## src/rtl/seg_pkg.sv

```systemverilog
// Shared definitions for the message sequencer and the 7-segment letter decoder:
// index width, default message length, FSM/direction encodings and the index stepping rule.
package seg_pkg;

    // Width of the message index consumed by the letter decoder.
    localparam int IDX_W       = 4;
    // Default number of letters in the message (index 0..MSG_LEN_DEF-1).
    localparam int MSG_LEN_DEF = 16;
    // Prescaler and debounce counter widths.
    localparam int PRESC_W     = 24;
    localparam int DEB_W       = 16;

    // Sequencer states, kept as plain constants so older blocks can share them.
    localparam logic [0:0] ST_RUN   = 1'b0;
    localparam logic [0:0] ST_PAUSE = 1'b1;

    // Direction encodings.
    localparam logic DIR_FWD = 1'b0;
    localparam logic DIR_REV = 1'b1;

    typedef logic [IDX_W-1:0] idx_t;

    // Result of one index step: the new position and whether it wrapped.
    typedef struct packed {
        idx_t idx;
        logic wrap;
    } step_t;

    // Registered press pulses, one per front-panel button.
    typedef struct packed {
        logic run;
        logic step;
        logic dir;
    } btn_t;

    // Move one position in the given direction, wrapping at both ends with explicit
    // compares so that message lengths shorter than 2**IDX_W wrap correctly.
    function automatic step_t next_index(input idx_t cur, input logic dir, input idx_t last);
        step_t r;
        r.idx  = cur;
        r.wrap = 1'b0;
        if (dir == DIR_FWD) begin
            if (cur == last) begin
                r.idx  = '0;
                r.wrap = 1'b1;
            end else begin
                r.idx = cur + idx_t'(1);
            end
        end else begin
            if (cur == '0) begin
                r.idx  = last;
                r.wrap = 1'b1;
            end else begin
                r.idx = cur - idx_t'(1);
            end
        end
        return r;
    endfunction

endpackage

```

## src/rtl/msg_stepper_if.sv

```systemverilog
// Control/status bundle between the front panel (buttons, switches, debug pins)
// and the message sequencer. The panel side is the master.
interface msg_stepper_if;
    import seg_pkg::*;

    // Panel controls
    logic       ena;
    logic       btn_run;
    logic       btn_step;
    logic       btn_dir;
    logic [1:0] speed;

    // Sequencer status
    idx_t       index;
    logic       tick;
    logic       wrap;
    logic       running;
    logic       dir;

    modport master (
        output ena, btn_run, btn_step, btn_dir, speed,
        input  index, tick, wrap, running, dir
    );

    modport slave (
        input  ena, btn_run, btn_step, btn_dir, speed,
        output index, tick, wrap, running, dir
    );

endinterface

```

## src/rtl/btn_debounce.sv

```systemverilog
// Raw mechanical button -> synchronised, debounced level plus a one-cycle press pulse.
// A level change is accepted only after DEB_CYCLES consecutive cycles of the new value;
// only rising edges of the accepted level produce a press.
module btn_debounce
    import seg_pkg::*;
#(
    parameter logic [DEB_W-1:0] DEB_CYCLES = 16'd50_000
) (
    input  logic clk,
    input  logic rst_n,
    input  logic raw,
    output logic level,
    output logic press
);

    logic             sync_meta;
    logic             sync_q;
    logic [DEB_W-1:0] cnt_q;
    logic             level_d;

    // Two-flop synchroniser for the asynchronous button input.
    always_ff @(posedge clk or negedge rst_n) begin
        if (!rst_n) begin
            sync_meta <= 1'b0;
            sync_q    <= 1'b0;
        end else begin
            // NOTE: non-blocking so both flops sample pre-edge values and form a true two-stage chain.
            sync_meta <= raw;
            sync_q    <= sync_meta;
        end
    end

    // Count consecutive cycles the synced value disagrees with the accepted level; accept when long enough.
    always_ff @(posedge clk or negedge rst_n) begin
        if (!rst_n) begin
            cnt_q <= '0;
            level <= 1'b0;
        end else if (sync_q == level) begin
            cnt_q <= '0;
        end else if (cnt_q == DEB_CYCLES - DEB_W'(1)) begin
            cnt_q <= '0;
            level <= sync_q;
        end else begin
            cnt_q <= cnt_q + DEB_W'(1);
        end
    end

    // Delayed copy of the accepted level for edge detection.
    always_ff @(posedge clk or negedge rst_n) begin
        if (!rst_n) begin
            level_d <= 1'b0;
        end else begin
            level_d <= level;
        end
    end

    // Press on the rising edge of the accepted level only; releases are silent.
    assign press = level & ~level_d;

endmodule

```

## src/rtl/msg_stepper.sv

```systemverilog
// Message index sequencer feeding the 7-segment letter decoder.
// RUN: a prescaler advances the index every (MAX_COUNT >> speed)+1 cycles.
// PAUSE: the prescaler is parked at zero and the step button advances one position.
// Run toggles RUN/PAUSE, dir toggles direction; all button presses are debounced.
module msg_stepper
    import seg_pkg::*;
#(
    parameter logic [PRESC_W-1:0] MAX_COUNT  = 24'd10_000_000,
    parameter logic [DEB_W-1:0]   DEB_CYCLES = 16'd50_000,
    parameter int                 MSG_LEN    = MSG_LEN_DEF
) (
    input  logic         clk,
    input  logic         rst_n,
    msg_stepper_if.slave bus
);

    localparam idx_t LAST_IDX = idx_t'(MSG_LEN - 1);

    // Button path outputs. The accepted levels are not needed here; presses carry everything.
    logic [2:0]         btn_level_unused;
    logic               press_run;
    logic               press_step;
    logic               press_dir;

    // Sequencer state
    logic [PRESC_W-1:0] presc_q;
    logic [0:0]         state_q;
    idx_t               index_q;
    logic               tick_q;
    logic               wrap_q;
    logic               dir_q;

    // Next-state helpers
    btn_t               press_en;
    logic [PRESC_W-1:0] term;
    logic               presc_hit;
    logic               step_ok;
    logic               do_adv;
    step_t              nxt;

    btn_debounce #(.DEB_CYCLES(DEB_CYCLES)) u_deb_run (
        .clk   (clk),
        .rst_n (rst_n),
        .raw   (bus.btn_run),
        .level (btn_level_unused[0]),
        .press (press_run)
    );

    btn_debounce #(.DEB_CYCLES(DEB_CYCLES)) u_deb_step (
        .clk   (clk),
        .rst_n (rst_n),
        .raw   (bus.btn_step),
        .level (btn_level_unused[1]),
        .press (press_step)
    );

    btn_debounce #(.DEB_CYCLES(DEB_CYCLES)) u_deb_dir (
        .clk   (clk),
        .rst_n (rst_n),
        .raw   (bus.btn_dir),
        .level (btn_level_unused[2]),
        .press (press_dir)
    );

    // Decide this cycle's presses, prescaler terminal and whether the index advances.
    always_comb begin
        // NOTE: every signal driven here is assigned on every path, so no latch can be inferred.
        press_en.run  = press_run  & bus.ena;
        press_en.step = press_step & bus.ena;
        press_en.dir  = press_dir  & bus.ena;
        term          = MAX_COUNT >> bus.speed;
        // >= rather than == so a mid-count speed increase fires next cycle instead of overflowing.
        presc_hit     = (state_q == ST_RUN) && (presc_q >= term);
        // A run press in PAUSE takes priority and drops a coincident step.
        step_ok       = (state_q == ST_PAUSE) && press_en.step && !press_en.run;
        do_adv        = bus.ena && (presc_hit || step_ok);
        // The advance always uses the direction held before any coincident dir press.
        nxt           = next_index(index_q, dir_q, LAST_IDX);
    end

    // Prescaler: counts in RUN, parks at zero in PAUSE so a resume gives a full period.
    always_ff @(posedge clk or negedge rst_n) begin
        if (!rst_n) begin
            presc_q <= '0;
        end else if (bus.ena) begin
            if ((state_q == ST_RUN) && !presc_hit && !press_en.run) begin
                presc_q <= presc_q + PRESC_W'(1);
            end else begin
                presc_q <= '0;
            end
        end
    end

    // RUN/PAUSE toggling and direction toggling from the gated presses.
    always_ff @(posedge clk or negedge rst_n) begin
        if (!rst_n) begin
            state_q <= ST_RUN;
            dir_q   <= DIR_FWD;
        end else begin
            if (press_en.run) begin
                state_q <= (state_q == ST_RUN) ? ST_PAUSE : ST_RUN;
            end
            if (press_en.dir) begin
                dir_q <= ~dir_q;
            end
        end
    end

    // Index update with one-cycle tick/wrap pulses; both stay low whenever ena is low.
    always_ff @(posedge clk or negedge rst_n) begin
        if (!rst_n) begin
            index_q <= '0;
            tick_q  <= 1'b0;
            wrap_q  <= 1'b0;
        end else begin
            tick_q <= do_adv;
            wrap_q <= do_adv & nxt.wrap;
            if (do_adv) begin
                index_q <= nxt.idx;
            end
        end
    end

    assign bus.index   = index_q;
    assign bus.tick    = tick_q;
    assign bus.wrap    = wrap_q;
    assign bus.running = (state_q == ST_RUN);
    assign bus.dir     = dir_q;

endmodule
```

## src/flat_wrapper.sv

```systemverilog
// flat-port wrapper written by rule: the top's interface ports become plain ports
module msg_stepper_flat import seg_pkg::*;
#(
    parameter logic [PRESC_W-1:0] MAX_COUNT  = 24'd10_000_000,
    parameter logic [DEB_W-1:0]   DEB_CYCLES = 16'd50_000,
    parameter int                 MSG_LEN    = MSG_LEN_DEF
)
  (clk, rst_n, bus_ena, bus_btn_run, bus_btn_step, bus_btn_dir, bus_speed, bus_index, bus_tick, bus_wrap, bus_running, bus_dir);
  msg_stepper_if bus_i ();
  input  logic clk;
  input  logic rst_n;
  input wire logic [$bits(bus_i.ena)-1:0] bus_ena;
  input wire logic [$bits(bus_i.btn_run)-1:0] bus_btn_run;
  input wire logic [$bits(bus_i.btn_step)-1:0] bus_btn_step;
  input wire logic [$bits(bus_i.btn_dir)-1:0] bus_btn_dir;
  input wire logic [$bits(bus_i.speed)-1:0] bus_speed;
  output wire logic [$bits(bus_i.index)-1:0] bus_index;
  output wire logic [$bits(bus_i.tick)-1:0] bus_tick;
  output wire logic [$bits(bus_i.wrap)-1:0] bus_wrap;
  output wire logic [$bits(bus_i.running)-1:0] bus_running;
  output wire logic [$bits(bus_i.dir)-1:0] bus_dir;
  assign bus_i.ena = bus_ena;
  assign bus_i.btn_run = bus_btn_run;
  assign bus_i.btn_step = bus_btn_step;
  assign bus_i.btn_dir = bus_btn_dir;
  assign bus_i.speed = bus_speed;
  assign bus_index = bus_i.index;
  assign bus_tick = bus_i.tick;
  assign bus_wrap = bus_i.wrap;
  assign bus_running = bus_i.running;
  assign bus_dir = bus_i.dir;
  msg_stepper #(.MAX_COUNT(MAX_COUNT), .DEB_CYCLES(DEB_CYCLES), .MSG_LEN(MSG_LEN)) u_core (.clk(clk), .rst_n(rst_n), .bus(bus_i));
endmodule
```

## config.mk

```make
export PLATFORM = sky130hd
export DESIGN_NAME = msg_stepper_flat
export DESIGN_NICKNAME = d
export VERILOG_FILES = /design/src/rtl/seg_pkg.sv /design/src/rtl/msg_stepper_if.sv /design/src/rtl/btn_debounce.sv /design/src/rtl/msg_stepper.sv /design/src/flat_wrapper.sv
export SDC_FILE = /design/constraint.sdc
export NUM_CORES = 1
export LEC_CHECK = 0
export CORE_MARGIN = 1.5
export CORE_UTILIZATION = 55
export DETAILED_ROUTE_END_ITERATION = 7
export GPL_ROUTABILITY_DRIVEN = 0
export PLACE_DENSITY = 0.76
export SKIP_CTS_REPAIR_TIMING = 1
export SLEW_MARGIN = 0
export SYNTH_ARGS = -nofsm -noshare
export SYNTH_HDL_FRONTEND = slang
export SYNTH_SLANG_ARGS = --single-unit
export TNS_END_PERCENT = 20
```

## constraint.sdc

```tcl
create_clock -name clk -period 2.3 [get_ports clk]
set_input_delay 0.46 -clock clk [delete_from_list [all_inputs] [get_ports clk]]
set_output_delay 0.46 -clock clk [all_outputs]
set_load 0.02 [all_outputs]
```

==> results.ini <==
[run_status]
status=finished with violations
violations=negative setup slack

[worst_setup_path]
path_cells=buf_8, clkinvlp_4, buf_6, ha_4, ha_4, o21a_1, o2bb2ai_2, o41ai_4, o2111ai_4, buf_6, a21oi_4, clkbuf_16, nor2_1
startpoint_type=input port
worstSetupStartpoint=bus_speed[1]
rr_worst_depth=9
r2r_start=u_core.presc_q[6]
path_max_fanout=5
worstReg2RegEnd=u_core.presc_q[22]
endpoint_kind=register
reg2reg_slack_ns=-0.04
cp_slowest_cell=o41ai_4
arrival_ns=2.68
critical_path_class=in -> reg
required_ns=2.55
max_stage_delay_ns=0.34

[power]
leakage_uw=0.00260
ir_worst_vdd_uv=387
p_per_area_nw_per_um2=513
total_power_uw=2930

[placement]
dpl.hpwl_mm=6.20
dp.cells=619
place_area_um2=5310
place_ws_ns=-0.835
numPortBuffers=15

[global_route]
grt-ovfl-total=0
antenna_found_initial=0
grt_pass1_vias=3438
grt_usage=0.196
grt_first_pass_wirelength_mm=15.2
grt_max_degree=40

[synthesis]
synth-edff-count=0
synthesis.area_um2=4820
seq_area_frac_synth=0.478
synth.top_cell.area_share=0.478
yosys.area.top_type=dfrtp_1
synth_flop_cell=dfrtp_1
syn_inst=483
yosys_warnings=0
syn_area_per_cell_um2=9.98
synth.distinct_cells=46
synthTopCellsByArea=dfrtp_1 48%, ha_1 7.8%, nor2_1 6.9%
ys_ff_latch=92
ys_async_sr_fraction=1.00
syn_nets=521

[routing]
vias=3499
viasPerCell=5.46
drc=0
drt_wl_total_mm=9.13
first_pass_iters=5
first_iter_violations=155
drt-wirelength-per-cell_um=14.2
ant_nets=0

[timing]
timing.fmax_mhz=411
fin_worst_skew_ns=0.00484
setup_viol=26
tightest_slew_ns=0.492
hold_viol=0
period_needed_ns=2.43
relSlewSlack=0.671
finalCritPeriodShare=1.06
setup_ws_ns=-0.131
rsz0062_at_grt=true
maxSlewViolCount=0

[cells_and_area]
finalNetCount=570
drive_gt1_frac=0.155
fin_util=0.685
stdcell_area_um2=5720
antenna_cells=0
areaGrowthSynthToFinish_pct=18.6
mostFrequentLayoutCells=92 x dfrtp_1, 87 x nor2_1, 37 x xor2_1
layout_commonest_cell=dfrtp_1
fin_cells=641

[clock_network]
ctsRootBufferMaster=clkbuf_8
cts_made_buffers=9
cts_tree=done
path_clk_slew_ns=0.08
cts_buffer_depth=2
clkSinkCount=92
htree_num_levels=3
insertion_delay_ns=0.35

[die]
fp.dieArea_um2=9330
die_h_um=96.6
initial_core_util=0.578
rows=33
ios=16
dieWidth_um=96.6
core-area_um2=8340

[hold_path]
hp-class=in -> async

[flow_run]
maxCapViolCount=0

[through the flow]
stage | TNS, ns | hold WS [ns]
finish | -2.39 | 0.0357
global route | -4.55 | 0.0639
detailed placement | -23.25 | 0.336
CTS | -11.81 | 0.0354
global placement | -21.24 | 0.331
floorplan | -2.96 | 0.164
[Yosys cell counts, drive strengths merged, types with 2 or more instances]
| cell | count |
|---|---|
| a21o | 5 |
| a21oi | 7 |
| a221oi | 2 |
| a31oi | 5 |
| and2 | 5 |
| and3 | 19 |
| buf | 5 |
| clkbuf | 4 |
| dfrtp | 92 |
| ha | 30 |
| inv | 23 |
| mux2 | 4 |
| mux2i | 3 |
| nand2 | 35 |
| nand2b | 3 |
| nand3 | 28 |
| nand4 | 13 |
| nor2 | 88 |
| nor3 | 12 |
| nor3b | 3 |
| nor4b | 3 |
| o21a | 2 |
| o21ai | 4 |
| o22ai | 4 |
| or2 | 2 |
| xnor2 | 33 |
| xor2 | 37 |
[critical path, delay by kind of cell]
kind	cells	cell delay [ns]
AO/OA/AOI/OAI	5	1.03
adder cells (fa/ha/maj)	2	0.41
buffers and inverters	5	0.72
AND/OR/NAND/NOR	1	0.05
[where the power goes]
part	internal (uW)	total (uW)	switching, uW	leakage (uW)
Clock	558	1090	530	0.0000987
Combinational	81.5	199	118	0.00125
Sequential	1630	1650	14.0	0.00125
Total	2270	2930	661	0.00260
[worst max-delay path by stage]
stage                          endpoint  slack, ns  cells past startpoint
floorplan           u_core.bus.index[3]      -0.21                      9
global placement    u_core.bus.index[3]      -0.77                     11
detailed placement  u_core.bus.index[3]      -0.84                     11
CTS                   u_core.presc_q[2]      -0.46                     11
global route         u_core.presc_q[22]      -0.20                     13
finish               u_core.presc_q[22]      -0.13                     13
[kinds of logic (layout without fill, tap and decap cells)]
group / after synthesis / in the layout / synth area share
AO/OA/AOI/OAI: 36 / 36 / 0.0633
XOR/XNOR: 70 / 70 / 0.127
adder cells (fa/ha/maj): 30 / 30 / 0.0779
buffers and inverters: 32 / 85 / 0.0270
flip-flops: 92 / 92 / 0.478
multiplexers: 7 / 7 / 0.0156
AND/OR/NAND/NOR: 216 / 216 / 0.211
[state kept, by name, indices dropped and copies added, names as in the netlist, 4 cells and up]
| register | flops |
|---|---|
| u_core.bus.index | 4 |
| u_core.u_deb_step.cnt_q | 16 |
| u_core.u_deb_dir.cnt_q | 16 |
| u_core.presc_q | 24 |
| u_core.u_deb_run.cnt_q | 16 |
[per-layer routing]
| layer | global-route usage | routed length (um) | share of wire | vias to the layer above |
|---|---|---|---|---|
| li1 | - | - | - | 1727 |
| met4 | 0.0602 | 216 | 0.024 | 0 |
| met5 | 0 | 0 | 0 | - |
| met1 | 0.256 | 4140 | 0.45 | 1715 |
| met3 | 0.0434 | 222 | 0.024 | 15 |
| met2 | 0.328 | 4550 | 0.50 | 42 |
[layout make-up]
type | instances | area (um^2)
inverters | 23 | 95.1
clock buffers | 12 | 155
multi-input cells | 359 | 2530
clock inverters | 3 | 46.3
flip-flops and latches | 92 | 2300
fillers | 609 | 2620
repair buffers | 47 | 458
well taps | 105 | 131
(Power assumes the default switching activity.)
==> RTL edit 1, RTL diff (same flow settings) <==
Set the package constant `PRESC_W` to 36 (it was 24).
--- a/src/rtl/seg_pkg.sv
+++ b/src/rtl/seg_pkg.sv
@@ -7,7 +7,7 @@
     // Default number of letters in the message (index 0..MSG_LEN_DEF-1).
     localparam int MSG_LEN_DEF = 16;
     // Prescaler and debounce counter widths.
-    localparam int PRESC_W     = 24;
+    localparam int PRESC_W     = 36;
     localparam int DEB_W       = 16;
 
     // Sequencer states, kept as plain constants so older blocks can share them.
Behaviour: same outputs for any inputs over 10 cycles, from zero or initial values and one cycle with rst_n low; that may be too few to reach the edited logic, so the function may still have changed.
==> RTL edit 1 against the unedited design <==
Critical path depth shrank 4. The run still ends with negative setup slack left. Sequential cell count rose by 12. Routed wire length grew 32%. Hold slack gained 310 ps. Synthesized area rose by 14%. Synthesized cell count rose by 15%. Clock skew up 7.5 ps. Final area rose by 17%. Via count up 25%. Count of clock-buffer cells in the layout decreased by 2. Non-clock buffer count increased by 40. Setup slack lost 370 ps.
Power is not compared: it rests on default switching activity, and its combinational part moved more than twofold at a synthesized area within 25%.
==> RTL edit 1: results (changes against the unedited design) <==
STA
  • Hold slack: 348.6 ps (was 35.66 ps)
  • Final setup margin: -502.0 ps (was -130.7 ps)
  • Setup violators final: 42 (was 26)
  • Final clock skew: 12.35 ps (was 4.842 ps)

Drt
  • WL per Instance: 15.48 um (was 14.24 um)
  • DR WL met3: 456 um (was 222 um)
  • M1 WL: 5.169 mm (was 4.138 mm)
  • Via density: 5.605 (was 5.459)
  • Met2 wire length: 6.177 mm (was 4.549 mm)

Placed design
  • Dpl hpwl: 8.120 mm (was 6.202 mm)
  • Inst Count DP: 755 (was 619)
  • Post-place instance area: 6277 um2 (was 5308 um2)
  • Pre-CTS setup slack: -1276 ps (was -835.4 ps)

Status
  • Outcome: finished with violations (unchanged)
  • Failing checks: negative setup slack (unchanged)

Synthesis
  • Synth unique cells: 52 (was 46)
  • Area contributors post-synth: dfrtp_1 (48%), ha_1 (6.9%), xor2_1 (6.7%), nor2_1 (6.5%), xnor2_1 (5.8%) (was dfrtp_1 (48%), ha_1 (7.8%), nor2_1 (6.9%), xor2_1 (6.7%), xnor2_1 (6.0%))
  • Post-Synthesis Cells: 554 (was 483)
  • Sequential element share of the synthesized area: 47.56% (was 47.77%)

Setup path
  • Slowest-stage cell, CP: or4_4 (was o41ai_4)
  • Max incr delay on CP: 540 ps (was 340 ps)
  • Maximum fanout along the worst path: 4 (was 5)
  • CP delay by family, top: simple AND/OR/NAND/NOR gates (was compound AO/OA/AOI/OAI gates)
  • Worst Path Arrival: 3070 ps (was 2680 ps)

Min path
  • Hold crit path type: reg -> reg (was in -> async)

Finish
  • Layout fillers: 729 (was 609)
  • Share of cells above drive strength 1: 18.45% (was 15.49%)

GRT
  • Met3 GRT Util: 3.864% (was 4.335%)
  • Largest net degree at the start of global routing: 45 (was 40)
  • Vias in the first global route: 4243 (was 3438)
  • Met2 Use GR: 40.80% (was 32.76%)
  • First-pass GRT wire length: 18.87 mm (was 15.15 mm)

Clock network
  • Later-pin clock latency in the skew report: 370 ps (was 350 ps)
==> RTL edit 1: cell families (layout without fill, tap and decap cells) <==
| logic type | after synthesis | after routing | synth area share (%) |
|---|---|---|---|
| fa+ha+maj | 30 | 30 | 6.860 |
| xor+xnor | 78 | 78 | 12.49 |
| compound gates | 41 | 41 | 5.420 |
| flops | 104 | 104 | 47.56 |
| buf+inv | 30 | 121 | 2.287 |
| simple gates | 263 | 263 | 23.83 |
| mux | 8 | 8 | 1.555 |
==> RTL edit 1: final cells by class <==
type / instances / area [um2] / share of cell area [%]
Clock buffer: 10 / 127.6 / 1.906
Clock inverter: 6 / 67.56 / 1.009
Inverter: 18 / 75.07 / 1.121
Multi-Input combinational cell: 420 / 2887 / 43.11
Sequential cell: 104 / 2603 / 38.87
Tap cell: 133 / 166.4 / 2.486
Timing Repair Buffer: 87 / 769.5 / 11.49
==> RTL edit 1: final timing paths <==
| path | start | to | cells past startpoint |
|---|---|---|---|
| max | u_core.presc_q[17] | u_core.presc_q[6] | 9 |
| min | u_core.u_deb_run.sync_meta | u_core.u_deb_run.sync_q | 0 |
| max reg2reg | u_core.presc_q[17] | u_core.presc_q[6] | 9 |
| min reg2reg | u_core.u_deb_run.sync_meta | u_core.u_deb_run.sync_q | 0 |
| max in group asynchronous | rst_n | u_core.presc_q[30] | 3 |
| min in group asynchronous | rst_n | u_core.u_deb_step.cnt_q[14] | 2 |
==> RTL edit 1: power by group <==
group | internal, mW | total, mW | switching [mW]
Clock | 0.510 | 1.14 | 0.631
Sequential | 1.92 | 2.03 | 0.112
Combinational | 0.320 | 0.660 | 0.340
==> RTL edit 2, RTL diff (same settings) <==
Made on the original files. Make the reset (`rst_n`) synchronous in 6 clocked blocks. Comments in the files are not updated.
--- a/src/rtl/btn_debounce.sv
+++ b/src/rtl/btn_debounce.sv
@@ -19,7 +19,7 @@
     logic             level_d;
 
     // Two-flop synchroniser for the asynchronous button input.
-    always_ff @(posedge clk or negedge rst_n) begin
+    always_ff @(posedge clk) begin
         if (!rst_n) begin
             sync_meta <= 1'b0;
             sync_q    <= 1'b0;
@@ -31,7 +31,7 @@
     end
 
     // Count consecutive cycles the synced value disagrees with the accepted level; accept when long enough.
-    always_ff @(posedge clk or negedge rst_n) begin
+    always_ff @(posedge clk) begin
         if (!rst_n) begin
             cnt_q <= '0;
             level <= 1'b0;
@@ -46,7 +46,7 @@
     end
 
     // Delayed copy of the accepted level for edge detection.
-    always_ff @(posedge clk or negedge rst_n) begin
+    always_ff @(posedge clk) begin
         if (!rst_n) begin
             level_d <= 1'b0;
         end else begin
--- a/src/rtl/msg_stepper.sv
+++ b/src/rtl/msg_stepper.sv
@@ -79,7 +79,7 @@
     end
 
     // Prescaler: counts in RUN, parks at zero in PAUSE so a resume gives a full period.
-    always_ff @(posedge clk or negedge rst_n) begin
+    always_ff @(posedge clk) begin
         if (!rst_n) begin
             presc_q <= '0;
         end else if (bus.ena) begin
@@ -92,7 +92,7 @@
     end
 
     // RUN/PAUSE toggling and direction toggling from the gated presses.
-    always_ff @(posedge clk or negedge rst_n) begin
+    always_ff @(posedge clk) begin
         if (!rst_n) begin
             state_q <= ST_RUN;
             dir_q   <= DIR_FWD;
@@ -107,7 +107,7 @@
     end
 
     // Index update with one-cycle tick/wrap pulses; both stay low whenever ena is low.
-    always_ff @(posedge clk or negedge rst_n) begin
+    always_ff @(posedge clk) begin
         if (!rst_n) begin
             index_q <= '0;
             tick_q  <= 1'b0;
Function: no difference found for any inputs over 10 cycles, from zero or initial values and one cycle with rst_n low; that may be too few to reach the edited logic, so the function may still have changed.
==> RTL edit 2 against the unedited design <==
Final area is 6.4% lower. Sequential cell count stayed put. Maximum frequency is 6.5% higher. Critical path depth is 2 lower. Largest power group unchanged. Power is 3.5% lower. Combinational power is 22% lower. Routed wire length is 5.1% lower. Non-clock buffer count is 8 lower. Global-route usage is 1.6 points higher. Synthesized area is 3.8% lower. Setup slack better by 150 ps.
==> RTL edit 2: results (changes against the unedited design) <==
Status
  • Outcome: finished, final reports clean (was finished with violations)

Min path
  • Hold crit path type: reg -> reg (was in -> async)
  • Min-delay src: u_core.u_deb_run.sync_meta

Power and ir drop
  • Worst VDD drop: 0.3650 mV (was 0.3873 mV)
  • Pleak: 1.800 nW (was 2.598 nW)
  • Net Sw Frac: 23.05% (was 22.53%)

Synthesis
  • Mapped Avg Cell Area: 8.868 um2 (was 9.979 um2)
  • Area contributors post-synth: dfxtp_1 (40%), ha_1 (8.1%), xnor2_1 (7.7%), nor2_1 (7.2%), xor2_1 (5.7%) (was dfrtp_1 (48%), ha_1 (7.8%), nor2_1 (6.9%), xor2_1 (6.7%), xnor2_1 (6.0%))
  • Synth unique cells: 47 (was 46)
  • Ys async rst share: 0% (was 100.0%)
  • Sequential element share of the synthesized area: 39.71% (was 47.77%)
  • Syn_nets: 561 (was 521)
  • Commonest cells in the netlist: dfxtp_1 (92), nor2_1 (89), xnor2_1 (41) (was dfrtp_1 (92), nor2_1 (88), xor2_1 (37))

GRT
  • First-pass GRT wire length: 15.03 mm (was 15.15 mm)
  • Met1 usage: 24.91% (was 25.57%)
  • Met3 GRT Util: 4.348% (was 4.335%)
  • Total GRT Usage: 21.17% (was 19.61%)
  • Largest net degree at the start of global routing: 27 (was 40)
  • Met2 Use GR: 37.26% (was 32.76%)
  • Vias in the first global route: 3448 (was 3438)

Setup path
  • Max incr delay on CP: 370 ps (was 340 ps)
  • Reg2Reg Setup Slack: 110 ps (was -40 ps)
  • R2R cell count: 8 (was 9)
  • Slowest-stage cell, CP: a41oi_4 (was o41ai_4)
  • R2R Path Start: u_core.presc_q[14] (was u_core.presc_q[6])
  • Worst Path Arrival: 2530 ps (was 2680 ps)
  • Crit Reg-Reg Endpoint: u_core.presc_q[3] (was u_core.presc_q[22])
  • Maximum fanout along the worst path: 6 (was 5)

Drt
  • Routed Wire Length: 8.660 mm (was 9.128 mm)
  • DR iter-0 viols: 96 (was 155)
  • ANT nets after route: 0 (unchanged)
  • Via density: 5.353 (was 5.459)

STA
  • Actual slew at the worst max-slew pin: 539.0 ps (was 492.1 ps)
  • Maximum clock rate: 0.4383 GHz (was 0.4114 GHz)
  • Final clock skew: 10.32 ps (was 4.842 ps)
  • Hold slack: 440.0 ps (was 35.66 ps)

Placed design
  • Inst Count DP: 649 (was 619)
  • Pre-CTS setup slack: -847.0 ps (was -835.4 ps)
  • Dpl hpwl: 6.413 mm (was 6.202 mm)

Clock network
  • Worst-path clk slew: ~90 ps

Finish
  • Antenna cells: 0 (unchanged)
  • Nets: 594 (was 570)
  • Share of cells above drive strength 1: 15.51% (was 15.49%)
  • Non-Filler Instances: 666 (was 641)
RTL edit 2: cell types whose count changed after synthesis, sizes merged, moves of 7 or more:
cell	before	now
nor3	12	30
xnor2	33	41
xor2	37	30
dfrtp	92	0
and3	19	11
or3	0	7
dfxtp	0	92
RTL edit 2: power by group through the flow:
stage	Sequential, mW	Combinational, mW	Clock (mW)
3_5_place_dp	1.65	0.152	0
5_1_grt	1.61	0.175	1.16
3_3_place_gp	1.65	0.147	0
2_1_floorplan	1.65	0.0913	0
6_report	1.61	0.156	1.07
4_1_cts	1.61	0.153	1.09
RTL edit 2: cell type report:
| type | instances | area (um2) | share of cell area (%) |
|---|---|---|---|
| clock buffers | 10 | 127.6 | 2.384 |
| clock inverters | 6 | 63.81 | 1.192 |
| inverters | 26 | 110.1 | 2.057 |
| multi-input cells | 388 | 2725 | 50.91 |
| flip-flops and latches | 92 | 1842 | 34.41 |
| well taps | 105 | 131.4 | 2.454 |
| repair buffers | 39 | 352.8 | 6.592 |
RTL edit 2: worst max-delay path by stage:
stage	to	depth (start not counted)
floorplan	u_core.presc_q[12]	11
global placement	u_core.bus.index[0]	11
detailed placement	u_core.bus.index[3]	12
CTS	u_core.bus.index[3]	12
global route	u_core.bus.index[3]	11
finish	u_core.bus.index[3]	11
RTL edit 2: critical path: cells and delay by family:
family,cells,cell delay [ps]
AO/OA/AOI/OAI,2,450
AND/OR/NAND/NOR,3,560
buffers and inverters,3,250
adder cells (fa/ha/maj),2,560
multiplexers,1,230
RTL edit 2: kinds of logic after synthesis:
family	count (synthesis)	synth area share (%)
and+or+nand+nor	245	28.33
DFF	92	39.71
xor gates and xnor gates	71	13.41
buffers and inverters	43	3.992
AOI/OAI and AO/OA	37	5.395
adders and majority gates	30	8.093
muxes	5	1.079
RTL edit 2: stage by stage:
step                instance area (um2)  TNS (ps)
CTS                                5301    -11860
global placement                   5110    -20670
detailed placement                 5110    -23080
finish                             5353         0
global route                       5353    -228.2
floorplan                          4731     -1472
RTL edit 2: per-layer routing:
metal,share of wire (%),wire [um],vias to the layer above
met5,0,0,-
met4,2.0,174,0
met3,2.9,250,17
met2,49,4250,49
met1,46,3985,1666
li1,-,-,1833
